`config.mk`:
```
export PLATFORM = sky130hd
export DESIGN_NAME = instr_fetch_flat
export DESIGN_NICKNAME = d
export VERILOG_FILES = /design/src/rtl/instr_fetch_if.sv /design/src/rtl/instr_fetch.sv /design/src/flat_wrapper.sv
export SDC_FILE = /design/constraint.sdc
export NUM_CORES = 1
export LEC_CHECK = 0
export ABC_AREA = 1
export ABC_CLOCK_PERIOD_IN_PS = 2000
export BUFFER_PORTS_ARGS = -buffer_cell sky130_fd_sc_hd__buf_2
export CAP_MARGIN = 20
export CORE_ASPECT_RATIO = 1.2
export CORE_MARGIN = 3
export CORE_UTILIZATION = 42
export DETAILED_ROUTE_END_ITERATION = 10
export GPL_ROUTABILITY_DRIVEN = 1
export PLACE_DENSITY = 0.77
export SYNTH_ARGS = -nofsm -noshare
export SYNTH_HDL_FRONTEND = slang
export SYNTH_SLANG_ARGS = --single-unit
```
`constraint.sdc`:
```
create_clock -name clk -period 2 [get_ports clk]
set_input_delay 0.4 -clock clk [delete_from_list [all_inputs] [get_ports clk]]
set_output_delay 0.4 -clock clk [all_outputs]
set_load 0.01 [all_outputs]
```
`src/rtl/instr_fetch_if.sv`:
```
// rtl/instr_fetch_if.sv - fetch-stage bus bundle: imem read port, decode stream, branch redirect
interface instr_fetch_if;
  logic        imem_req;
  logic [31:0] imem_addr;
  logic        imem_ack;
  logic [31:0] imem_rdata;
  logic [31:0] instr;
  logic [31:0] instr_pc;
  logic        instr_valid;
  logic        instr_ready;
  logic        redirect;
  logic [31:0] redirect_pc;

  modport master (
    output imem_req, imem_addr, instr, instr_pc, instr_valid,
    input  imem_ack, imem_rdata, instr_ready, redirect, redirect_pc
  );

  modport slave (
    input  imem_req, imem_addr, instr, instr_pc, instr_valid,
    output imem_ack, imem_rdata, instr_ready, redirect, redirect_pc
  );
endinterface

```
`src/rtl/instr_fetch.sv`:
```
// rtl/instr_fetch.sv - instruction fetch stage with one-entry buffer and branch squash
module instr_fetch #(
  parameter logic [31:0] RESET_PC = 32'h0000_0000
) (
  input  logic          clk,
  input  logic          rst,
  instr_fetch_if.master bus
);
  typedef enum logic [1:0] {IDLE, FETCH, VALID, FLUSH} state_t;

  state_t      state_q, state_d;
  logic [31:0] pc_q, pc_d;
  logic [31:0] instr_q, instr_d;
  logic [31:0] ipc_q, ipc_d;
  logic [31:0] flush_addr_q, flush_addr_d;
  logic [31:0] target;

  assign target = {bus.redirect_pc[31:2], 2'b00};

  always_ff @(posedge clk) begin
    if (rst) begin
      state_q      <= IDLE;
      pc_q         <= RESET_PC;
      instr_q      <= 32'h0;
      ipc_q        <= 32'h0;
      flush_addr_q <= 32'h0;
    end else begin
      state_q      <= state_d;
      pc_q         <= pc_d;
      instr_q      <= instr_d;
      ipc_q        <= ipc_d;
      flush_addr_q <= flush_addr_d;
    end
  end

  always_comb begin
    state_d      = state_q;
    pc_d         = pc_q;
    instr_d      = instr_q;
    ipc_d        = ipc_q;
    flush_addr_d = flush_addr_q;
    case (state_q)
      IDLE: state_d = FETCH;
      FETCH: begin
        if (bus.redirect) begin
          pc_d = target;
          // Un-acked request is still owed by memory; park its address and drain it.
          if (!bus.imem_ack) begin
            state_d      = FLUSH;
            flush_addr_d = pc_q;
          end
        end else if (bus.imem_ack) begin
          instr_d = bus.imem_rdata;
          ipc_d   = pc_q;
          pc_d    = pc_q + 32'd4;
          state_d = VALID;
        end
      end
      VALID: begin
        if (bus.redirect) begin
          pc_d    = target;
          state_d = FETCH;
        end else if (bus.instr_ready) begin
          state_d = FETCH;
        end
      end
      FLUSH: begin
        if (bus.redirect) pc_d = target;
        if (bus.imem_ack) state_d = FETCH;
      end
      default: state_d = IDLE;
    endcase
  end

  assign bus.imem_req    = (state_q == FETCH) || (state_q == FLUSH);
  assign bus.imem_addr   = (state_q == FETCH) ? pc_q :
                           (state_q == FLUSH) ? flush_addr_q : 32'h0;
  assign bus.instr_valid = (state_q == VALID);
  assign bus.instr       = instr_q;
  assign bus.instr_pc    = ipc_q;
endmodule

```
`src/flat_wrapper.sv`:
```
// flat-port wrapper written by rule: the top's interface ports become plain ports
module instr_fetch_flat 
#(
  parameter logic [31:0] RESET_PC = 32'h0000_0000
)
  (clk, rst, bus_imem_req, bus_imem_addr, bus_instr, bus_instr_pc, bus_instr_valid, bus_imem_ack, bus_imem_rdata, bus_instr_ready, bus_redirect, bus_redirect_pc);
  instr_fetch_if bus_i ();
  input  logic clk;
  input  logic rst;
  output wire logic [$bits(bus_i.imem_req)-1:0] bus_imem_req;
  output wire logic [$bits(bus_i.imem_addr)-1:0] bus_imem_addr;
  output wire logic [$bits(bus_i.instr)-1:0] bus_instr;
  output wire logic [$bits(bus_i.instr_pc)-1:0] bus_instr_pc;
  output wire logic [$bits(bus_i.instr_valid)-1:0] bus_instr_valid;
  input wire logic [$bits(bus_i.imem_ack)-1:0] bus_imem_ack;
  input wire logic [$bits(bus_i.imem_rdata)-1:0] bus_imem_rdata;
  input wire logic [$bits(bus_i.instr_ready)-1:0] bus_instr_ready;
  input wire logic [$bits(bus_i.redirect)-1:0] bus_redirect;
  input wire logic [$bits(bus_i.redirect_pc)-1:0] bus_redirect_pc;
  assign bus_imem_req = bus_i.imem_req;
  assign bus_imem_addr = bus_i.imem_addr;
  assign bus_instr = bus_i.instr;
  assign bus_instr_pc = bus_i.instr_pc;
  assign bus_instr_valid = bus_i.instr_valid;
  assign bus_i.imem_ack = bus_imem_ack;
  assign bus_i.imem_rdata = bus_imem_rdata;
  assign bus_i.instr_ready = bus_instr_ready;
  assign bus_i.redirect = bus_redirect;
  assign bus_i.redirect_pc = bus_redirect_pc;
  instr_fetch #(.RESET_PC(RESET_PC)) u_core (.clk(clk), .rst(rst), .bus(bus_i));
endmodule
```
* Word level (Yosys, flattened, before mapping)
Index checks and enable logic that the tools add are counted.
** Word-level totals
- Logic and storage cells :: 37
- Output and inout bits :: 98
- Input bits :: 69
- Register bits :: 130
** Operators by class
- Add/subtract/negate cells :: 1
- Eq/ne operators :: 8
- Mux-type cells :: 13
- Reduce and logical (&&, ||, !) cells :: 8
- Bitwise operators :: 2
** Operators with widths (number)
- 32-bit 2-to-1 mux :: 5
- 32-bit case mux with 2 select lines :: 1
- 32-bit by 3-bit adder with 32-bit output (second input constant) :: 1
- 2-bit 2-to-1 mux :: 6
- 3-bit AND reduction :: 3
- 2-bit case mux with 4 select lines :: 1
- 3-bit inequality test (second input constant) :: 2
- 2-bit equality test (second input constant) :: 2
- 4-bit AND reduction :: 1
- 3-bit by 1-bit inequality test with 1-bit output (second input constant) :: 1
- 2-bit by 1-bit equality test with 1-bit output (second input constant) :: 1
- 2-bit logical NOT :: 1
- 2-bit by 1-bit inequality test with 1-bit output (second input constant) :: 1
- 2-bit inequality test (second input constant) :: 1
- 1-bit inverter :: 2
- 2-bit nonzero test :: 1
- 2-bit OR reduction :: 1
- 1-bit logical OR :: 1

* Longest topological paths before layout
Gate-level depths: netlist (run 1).
- Word-level depth :: 4
- Mapped depth :: 10

* Worst setup path before layout (run 1)
OpenSTA, ideal clock, no wires.
- Kind :: register to output
- From :: register u_core.state_q[1]
- To :: output port bus_imem_addr[10]
- Required time :: 1.600 ns
- Slack :: 0.489 ns
- Data arrival time :: 1.111 ns
- Stages on the path, launching flop included :: 7
- Buffers on the path :: 3
- Path through :: dfxtp_1 > buf_6 > clkinv_2 > nand2_4 > buf_6 > clkbuf_1 > o21ai_0
** On the way
- Longest elaborated chain between the ends :: 3
- Elaborated cells on any way between the ends :: 4
- Those cells by class :: eq/ne (2); mux (2)
** RTL lines
- start, declared :: RTL line instr_fetch.sv:11 : state_t state_q, state_d;
- start signal, assigned :: RTL line instr_fetch.sv:28 : state_q <= state_d;
- 2-bit equality test :: RTL line instr_fetch.sv:77 : (state_q == FLUSH) ? flush_addr_q : 32'h0;
- 32-bit 2-to-1 mux :: RTL line instr_fetch.sv:77
- 32-bit 2-to-1 mux * :: RTL line instr_fetch.sv:76 : assign bus.imem_addr = (state_q == FETCH) ? pc_q :
- end, declared :: RTL line flat_wrapper.sv:11 : output wire logic [$bits(bus_i.imem_addr)-1:0] bus_imem_addr;
Every way passes the cells marked *; elsewhere a longest branch is shown, timed or not.

* Worst setup path in the final report (run 1)
- From :: register u_core.state_q[1]
- To :: output port bus_imem_addr[22]
Same word-level chain as after synthesis.

==> run summary, run 1 <==
### Worst setup path
- reg2out — kind of critical path
- 15 — maximum net fanout on the critical path
- 1.60 ns — critical path data required time
- register — Critical Path Source Type
- 1.50 ns — WP data arrival
- output pin — element type at the critical path end

### Timing
- 527.0 MHz — maximum clock rate
- 0.6018 ns — transition time at the pin with the least slew margin
- 0.1026 ns — final worst setup slack
- 0 — number of setup violations in the final report
- 0 — hold violation count in the final report
- 0.2027 ns — Hold Worst Slack
- 0 ns — total negative slack
- 0.004227 ns — worst clock skew
- 0 — Max Transition Viols Final
- 59.82% — Relative slew margins
- 1.897 ns — final critical path time including I/O delays and setup
- 94.87% — final cycle utilization of the critical path
- no — setup repair after global routing missed its margin

### Yosys
- 124 — number of synthesized register bits
- 0 — YS warnings
- sky130_fd_sc_hd__dfxtp_1 — most area-hungry cell type in the Yosys netlist
- 35 — Synth cell types
- 860 — Post-Syn Instances
- 42.58% — area share of the largest cell type after synthesis
- 0% — fraction of registers with async set or reset after synthesis
- 0 — count of flip-flops with a built-in enable after synthesis
- 42.58% — part of the Yosys area used for sequential elements
- 5829 µm² — cell area after technology mapping
- sky130_fd_sc_hd__dfxtp_1 — Most used DFF post-synth
- sky130_fd_sc_hd__dfxtp_1, sky130_fd_sc_hd__o21ai_0, sky130_fd_sc_hd__nand2_1 — Area contributors post-synth
- 6.778 µm² — Mapped Avg Cell Area

### Clock network
- sky130_fd_sc_hd__clkbuf_16 — Root Buffer
- 0.06 ns — post-CTS clock slew at the launch and capture registers of the worst setup and hold paths
- done — clock tree from TritonCTS
- 2 — largest buffer count on any clock path
- 0.42 ns — Worst-Skew Late Latency
- 4 — count of H-tree levels built during CTS
- 0 — Post CTS Setup Buffer Count
- 124 — sink count of the clock tree
- 17 — number of clock buffers inserted by TritonCTS

### Layout
- 2869 µm² — multi-input combinational cell area
- 54.69% — post-layout util
- sky130_fd_sc_hd__nand2_1 — most frequent standard cell in the layout excluding fill and tap cells
- 1321 — FILL cells
- 2487 µm² — register cell area after layout
- 0 — diode count
- 1072 — number of nets in the layout
- 1183 — number of standard cells in the layout, taps in and fillers out
- sky130_fd_sc_hd__nand2_1, sky130_fd_sc_hd__buf_2, sky130_fd_sc_hd__nor2_1, sky130_fd_sc_hd__o21ai_0, sky130_fd_sc_hd__dfxtp_1 — highest-count cells in the layout ignoring fill and taps
- 23.15% — fraction of final layout cells with drive strength greater than 1
- 25.82% — Area growth syn-to-layout

### Floorplan
- 167 — count of boundary I/O pins
- 15330 µm² — Total Die Area
- 13410 µm² — placeable core area
- 43.47% — initial core utilization
- 135.1 µm — Die Span Y
- 46 — std cell rows
- 113.5 µm — horizontal extent of the die

### Route
- 0 — Post-DRT Antenna Nets
- 6174 — via count
- 0 — DRC Markers
- 5.219 — average vias per placed instance
- 5 — number of detailed-routing iterations run before antenna repair
- 17.88 mm — detailed-route wire length
- 15.11 µm — average detailed-routed wire length per instance
- 521 — initial DRC count

### GRT
- 0 — number of antenna violations at the first check in global routing
- 28.81 mm — wire length of the first global-routing pass
- 0 — aggregate global routing overflow
- 56 — largest net degree at the start of global routing
- 23.47% — Overall Global Routing Usage
- 5943 — vias in the first global route

### Placed design
- 0.1178 ns — setup slack at placement
- 160 — port buffer count
- 1150 — number of placed instances with taps included
- 12.58 mm — estimated wirelength of the detail-placed design
- 0.9348 — placer's final routability congestion estimate

### Run status
- complete, no violations — outcome

### Flow run
- 0 — count of max-cap constraint violations

### Hold path
- in2reg — Worst Hold Class

### Pwr
- 894.4 nW/µm² — power density normalized to cell area
- 3.292 nW — leakage power figure
- 0.5674 mV — Peak supply drop

## kinds of logic after synthesis
group | Yosys count | synth area share, %
compound gates | 229 | 20.15
fa+ha+maj | 1 | 0.2146
buf+inv | 107 | 8.736
flops | 124 | 42.58
other cells | 1 | 0.06433
simple gates | 398 | 28.25
## metrics by stage
stage / instance area, µm² / total power (W)
2_1_floorplan: 5841 / 0.003331
3_3_place_gp: 6738 / 0.003657
3_5_place_dp: 6738 / 0.003671
4_1_cts: 7327 / 0.006599
5_1_grt: 7335 / 0.006844
6_report: 7335 / 0.006560
## worst max-delay path: stages (launching register included)
cell and delay, ns:
sky130_fd_sc_hd__dfxtp_2 0.40, sky130_fd_sc_hd__clkinv_4 0.12, sky130_fd_sc_hd__nand2_8 0.14, sky130_fd_sc_hd__inv_1 0.12
sky130_fd_sc_hd__nand2_1 0.08, sky130_fd_sc_hd__nand2_1 0.08, sky130_fd_sc_hd__buf_2 0.15
## final timing paths
kind,from,endpoint,slack [ns],depth (start not counted)
setup / recovery,u_core.state_q[1]$_SDFFE_PP0P_,bus_imem_addr[22],0.10,6
hold / removal,bus_imem_rdata[8],u_core.bus.instr[8]$_SDFFE_PP0P_,0.20,3
setup reg to reg,u_core.pc_q[2]$_SDFFE_PP0P_,u_core.pc_q[22]$_SDFFE_PP0P_,0.28,9
hold reg to reg,u_core.pc_q[31]$_SDFFE_PP0P_,u_core.pc_q[31]$_SDFFE_PP0P_,0.49,2
## power by group
part	switching (W)	leakage, nW	internal (W)
registers	0.000116	1.01	0.00263
logic	0.000571	2.01	0.000325
clock network	0.00112	0.272	0.00180
## routing by layer
metal  part of all wire (%)  vias up  global-route usage (%)
met5                      0        -                       0
met4                    3.3        0                   11.16
met3                    8.6       37                   6.723
met2                     48      258                   39.16
met1                     41     2781                   27.64
li1                       -     3098                       -
## timing repair
| item | in CTS | in global routing |
|---|---|---|
| hold buffers | 0 | 0 |
| pin swaps | 1 | 0 |
| cloned | 1 | 0 |
| gates resized for setup | 3 | 3 |
| setup endpoints to repair | 28 | 21 |
| endpoints found under the hold margin | 0 | 0 |
## cell usage after synthesis, drive strengths merged, types with 2 or more instances
cell type and count:
a21oi 81, buf 34, nor2 159, dfxtp 124, nand2 170, a31oi 3, clkbuf 26, o21ai 141
inv 46, a211oi 2, nand3 58, nand4 5, nor3 3
## state kept, by name (all words and copies together) (netlist names)
name	cells
u_core.bus.instr	32
u_core.state_q	2
u_core.bus.instr_pc	30
u_core.flush_addr_q	30
u_core.pc_q	30
## final cells by class
cell class                 count  area share, %
clock buffer                  22          6.465
clock inverter                10          1.228
inverter                      47          2.474
multi-input combinational    633          39.12
sequential                   124          33.91
tap                          168          2.866
timing repair buffer         179          13.94
Note: power is estimated with default switching activity, not from simulation.
==> run 2, diff against run 1 <==
- MAX_ROUTING_LAYER: unset -> met4
==> run summary, run 2 (same netlist as run 1, synthesis figures left out) <==
### Run status
- complete, no violations — outcome

### Clock network
- 0.42 ns — Worst-Skew Late Latency, about the same
- done — clock tree from TritonCTS
- sky130_fd_sc_hd__clkbuf_16 — Root Buffer
- 124 — sink count of the clock tree, unchanged
- 2 — largest buffer count on any clock path, unchanged
- 4 — count of H-tree levels built during CTS, unchanged
- 0 — Post-CTS Hold Buffers, unchanged
- 17 — number of clock buffers inserted by TritonCTS, unchanged
- 0.06 ns — post-CTS clock slew at the launch and capture registers of the worst setup and hold paths, about the same

### Hold path
- in2reg — Worst Hold Class
- u_core.bus.instr[19]$_SDFFE_PP0P_ — Hold Path End
- bus_imem_rdata[19] — startpoint of the worst hold path
- 3 — Hold Path Depth, unchanged

### Placed design
- 160 — port buffer count, unchanged
- 0.9363 — placer's final routability congestion estimate, +0.16%
- 12.52 mm — estimated wirelength of the detail-placed design, -0.46%

### Timing
- 93.56% — final cycle utilization of the critical path, -1.3 points
- 0 — number of setup violations in the final report, unchanged
- no — setup repair after global routing missed its margin
- 1.871 ns — final critical path time including I/O delays and setup, -0.02628 ns
- 0.5822 ns — transition time at the pin with the least slew margin, -0.01960 ns
- 0 — Max Transition Viols Final, unchanged
- 0.005082 ns — worst clock skew, +0.0008551 ns
- 61.13% — Relative slew margins, +1.3 points
- 0 ns — total negative slack, unchanged
- 0 — hold violation count in the final report, unchanged
- 534.4 MHz — maximum clock rate, +1.4%

### Layout
- sky130_fd_sc_hd__nand2_1, sky130_fd_sc_hd__buf_2, sky130_fd_sc_hd__nor2_1, sky130_fd_sc_hd__o21ai_0, sky130_fd_sc_hd__dfxtp_1 — highest-count cells in the layout ignoring fill and taps
- sky130_fd_sc_hd__nand2_1 — most frequent standard cell in the layout excluding fill and tap cells
- 32 — number of flip-flops under the largest register name, unchanged
- 0 — diode count, unchanged
- 54.68% — post-layout util, about the same
- 23.15% — fraction of final layout cells with drive strength greater than 1, unchanged
- 1072 — number of nets in the layout, unchanged
- 25.80% — Area growth syn-to-layout, about the same

### GRT
- 0 — number of antenna violations at the first check in global routing, unchanged
- 5850 — vias in the first global route, -1.6%
- 0 — aggregate global routing overflow, unchanged
- 28.59 mm — wire length of the first global-routing pass, -0.77%
- 24.31% — Overall Global Routing Usage, +0.84 points
- 54 — largest net degree at the start of global routing, -3.6%

### Worst setup path
- 3 — combined buffer and inverter count along the critical path, unchanged
- sky130_fd_sc_hd__dfxtp_2 — Critical Path Slowest Stage Cell
- 1.47 ns — WP data arrival, -0.03 ns
- reg2out — kind of critical path
- 0.29 ns — Reg2Reg Setup Slack, about the same
- 1.60 ns — critical path data required time, about the same
- clkinv_4, nand2_8, inv_1, nand2_1, nand2_1, buf_2 — cell chain of the critical path
- output pin — element type at the critical path end
- 10 — R2R cell count, +1
- u_core.pc_q[2]$_SDFFE_PP0P_ — startpoint of the most critical register-to-register path
- flip-flops — kind of cell with the highest combined delay on the critical path
- 15 — maximum net fanout on the critical path, unchanged
- register — Critical Path Source Type
- sky130_fd_sc_hd__nand2_1 — most frequent cell on the critical path
- u_core.pc_q[22]$_SDFFE_PP0P_ — reg-to-reg critical path endpoint
- 0.39 ns — Slowest Stage Delay on Critical Path, about the same

### Pwr
- 45.5% — clock share of power, +1.0 points
- 13.4% — combinational share of power, -0.3 points
- 3.300 nW — leakage power figure, +0.25%
- 909.8 nW/µm² — power density normalized to cell area, +1.7%
- 26.91% — Sw Share, -0.63 points
- 0.001796 W — Net Switching, -0.63%
- 41.1% — sequential share of power, -0.7 points
- 0.6366 mV — Peak supply drop, +12%
- 0.004876 W — P_int, +2.6%

### Floorplan
- 43.47% — initial core utilization, unchanged
- 113.5 µm — horizontal extent of the die, unchanged
- 167 — count of boundary I/O pins, unchanged
- 15330 µm² — Total Die Area, unchanged
- 13410 µm² — placeable core area, unchanged
- 135.1 µm — Die Span Y, unchanged
- 46 — std cell rows, unchanged

### Route
- 5.216 — average vias per placed instance, about the same
- 15.01 µm — average detailed-routed wire length per instance, -0.67%
- 492 — initial DRC count, -5.6%
- 7 — number of detailed-routing iterations run before antenna repair, +2
- 0 — Post-DRT Antenna Nets, unchanged
- 6171 — via count, -0.049%
- 17.76 mm — detailed-route wire length, -0.67%
- 0 — DRC Markers, unchanged

### Flow run
- 0 — count of max-cap constraint violations, unchanged

==> run 2: cell count changes in the layout (fill, tap and decap cells not counted), sizes merged <==
cell      before  now
clkinv         6    7
clkinvlp       3    1
bufinv         1    2
==> run 2: worst max path at each step <==
stage,startpoint,endpoint,slack (ns),cells after the start
floorplan,u_core.state_q[1]$_SDFFE_PP0P_,bus_imem_addr[10],0.49,6
global placement,bus_redirect,u_core.pc_q[10]$_SDFFE_PP0P_,0.27,7
detailed placement,bus_redirect,u_core.pc_q[10]$_SDFFE_PP0P_,0.26,7
CTS,u_core.state_q[1]$_SDFFE_PP0P_,bus_imem_addr[20],0.02,6
global route,u_core.state_q[1]$_SDFFE_PP0P_,bus_imem_addr[20],0.03,6
finish,u_core.state_q[1]$_SDFFE_PP0P_,bus_imem_addr[20],0.13,6
==> run 2: area by class of cell <==
| cell class | count | area, µm² |
|---|---|---|
| Clock buffer | 22 | 474.2 |
| Clock inverter | 10 | 113.9 |
| Fill cell | 1320 | 6077 |
| Inverter | 47 | 181.4 |
| Multi-Input combinational cell | 633 | 2869 |
| Sequential cell | 124 | 2487 |
| Tap cell | 168 | 210.2 |
| Timing Repair Buffer | 179 | 997.2 |
==> run 2: worst register-to-register path: stages (launching register included) <==
cell	delay, ns
sky130_fd_sc_hd__dfxtp_1	0.35
sky130_fd_sc_hd__ha_1	0.17
sky130_fd_sc_hd__nand2_1	0.07
sky130_fd_sc_hd__nor2_1	0.28
sky130_fd_sc_hd__nand2_2	0.18
sky130_fd_sc_hd__nor2_4	0.21
sky130_fd_sc_hd__nand3_1	0.10
sky130_fd_sc_hd__nand2_1	0.07
sky130_fd_sc_hd__nand2_1	0.05
sky130_fd_sc_hd__nand2_1	0.07
sky130_fd_sc_hd__a21oi_1	0.06
==> run 2: layer usage <==
metal  track usage (%)  share of wire [%]  vias up
met5                 -                  0        -
met4             11.62                3.4        0
met3             5.961                7.8       34
met2             37.82                 47      278
met1             29.53                 41     2759
li1                  -                  -     3100
==> run 2: repair_timing <==
item	4_1_cts	5_1_grt
resized for setup	3	3
setup buffers	0	0
pin swaps	1	0
setup endpoints to repair	10	13
gates cloned	1	0
==> run 2: power groups by stage <==
| stage | Combinational, W | Clock, W | Sequential [W] |
|---|---|---|---|
| 2_1_floorplan | 0.000539 | 0 | 0.00279 |
| 3_3_place_gp | 0.000870 | 0 | 0.00278 |
| 3_5_place_dp | 0.000881 | 0 | 0.00278 |
| 6_report | 0.000893 | 0.00304 | 0.00274 |
| 4_1_cts | 0.000894 | 0.00308 | 0.00274 |
| 5_1_grt | 0.00100 | 0.00321 | 0.00276 |
==> run 2: through the flow <==
stage / hold slack (ns) / power [W] / setup slack (ns) / instance area (µm²) / std cells
after floorplan: 0.4565 / 0.003331 / 0.4890 / 5841 / 863
after global placement: 0.4670 / 0.003650 / 0.2696 / 6713 / 1150
after detailed placement: 0.4689 / 0.003666 / 0.2552 / 6713 / 1150
after CTS: 0.1893 / 0.006713 / 0.02009 / 7326 / 1183
after global routing: 0.1963 / 0.006971 / 0.03425 / 7333 / 1183
final: 0.2027 / 0.006672 / 0.1288 / 7333 / 1183
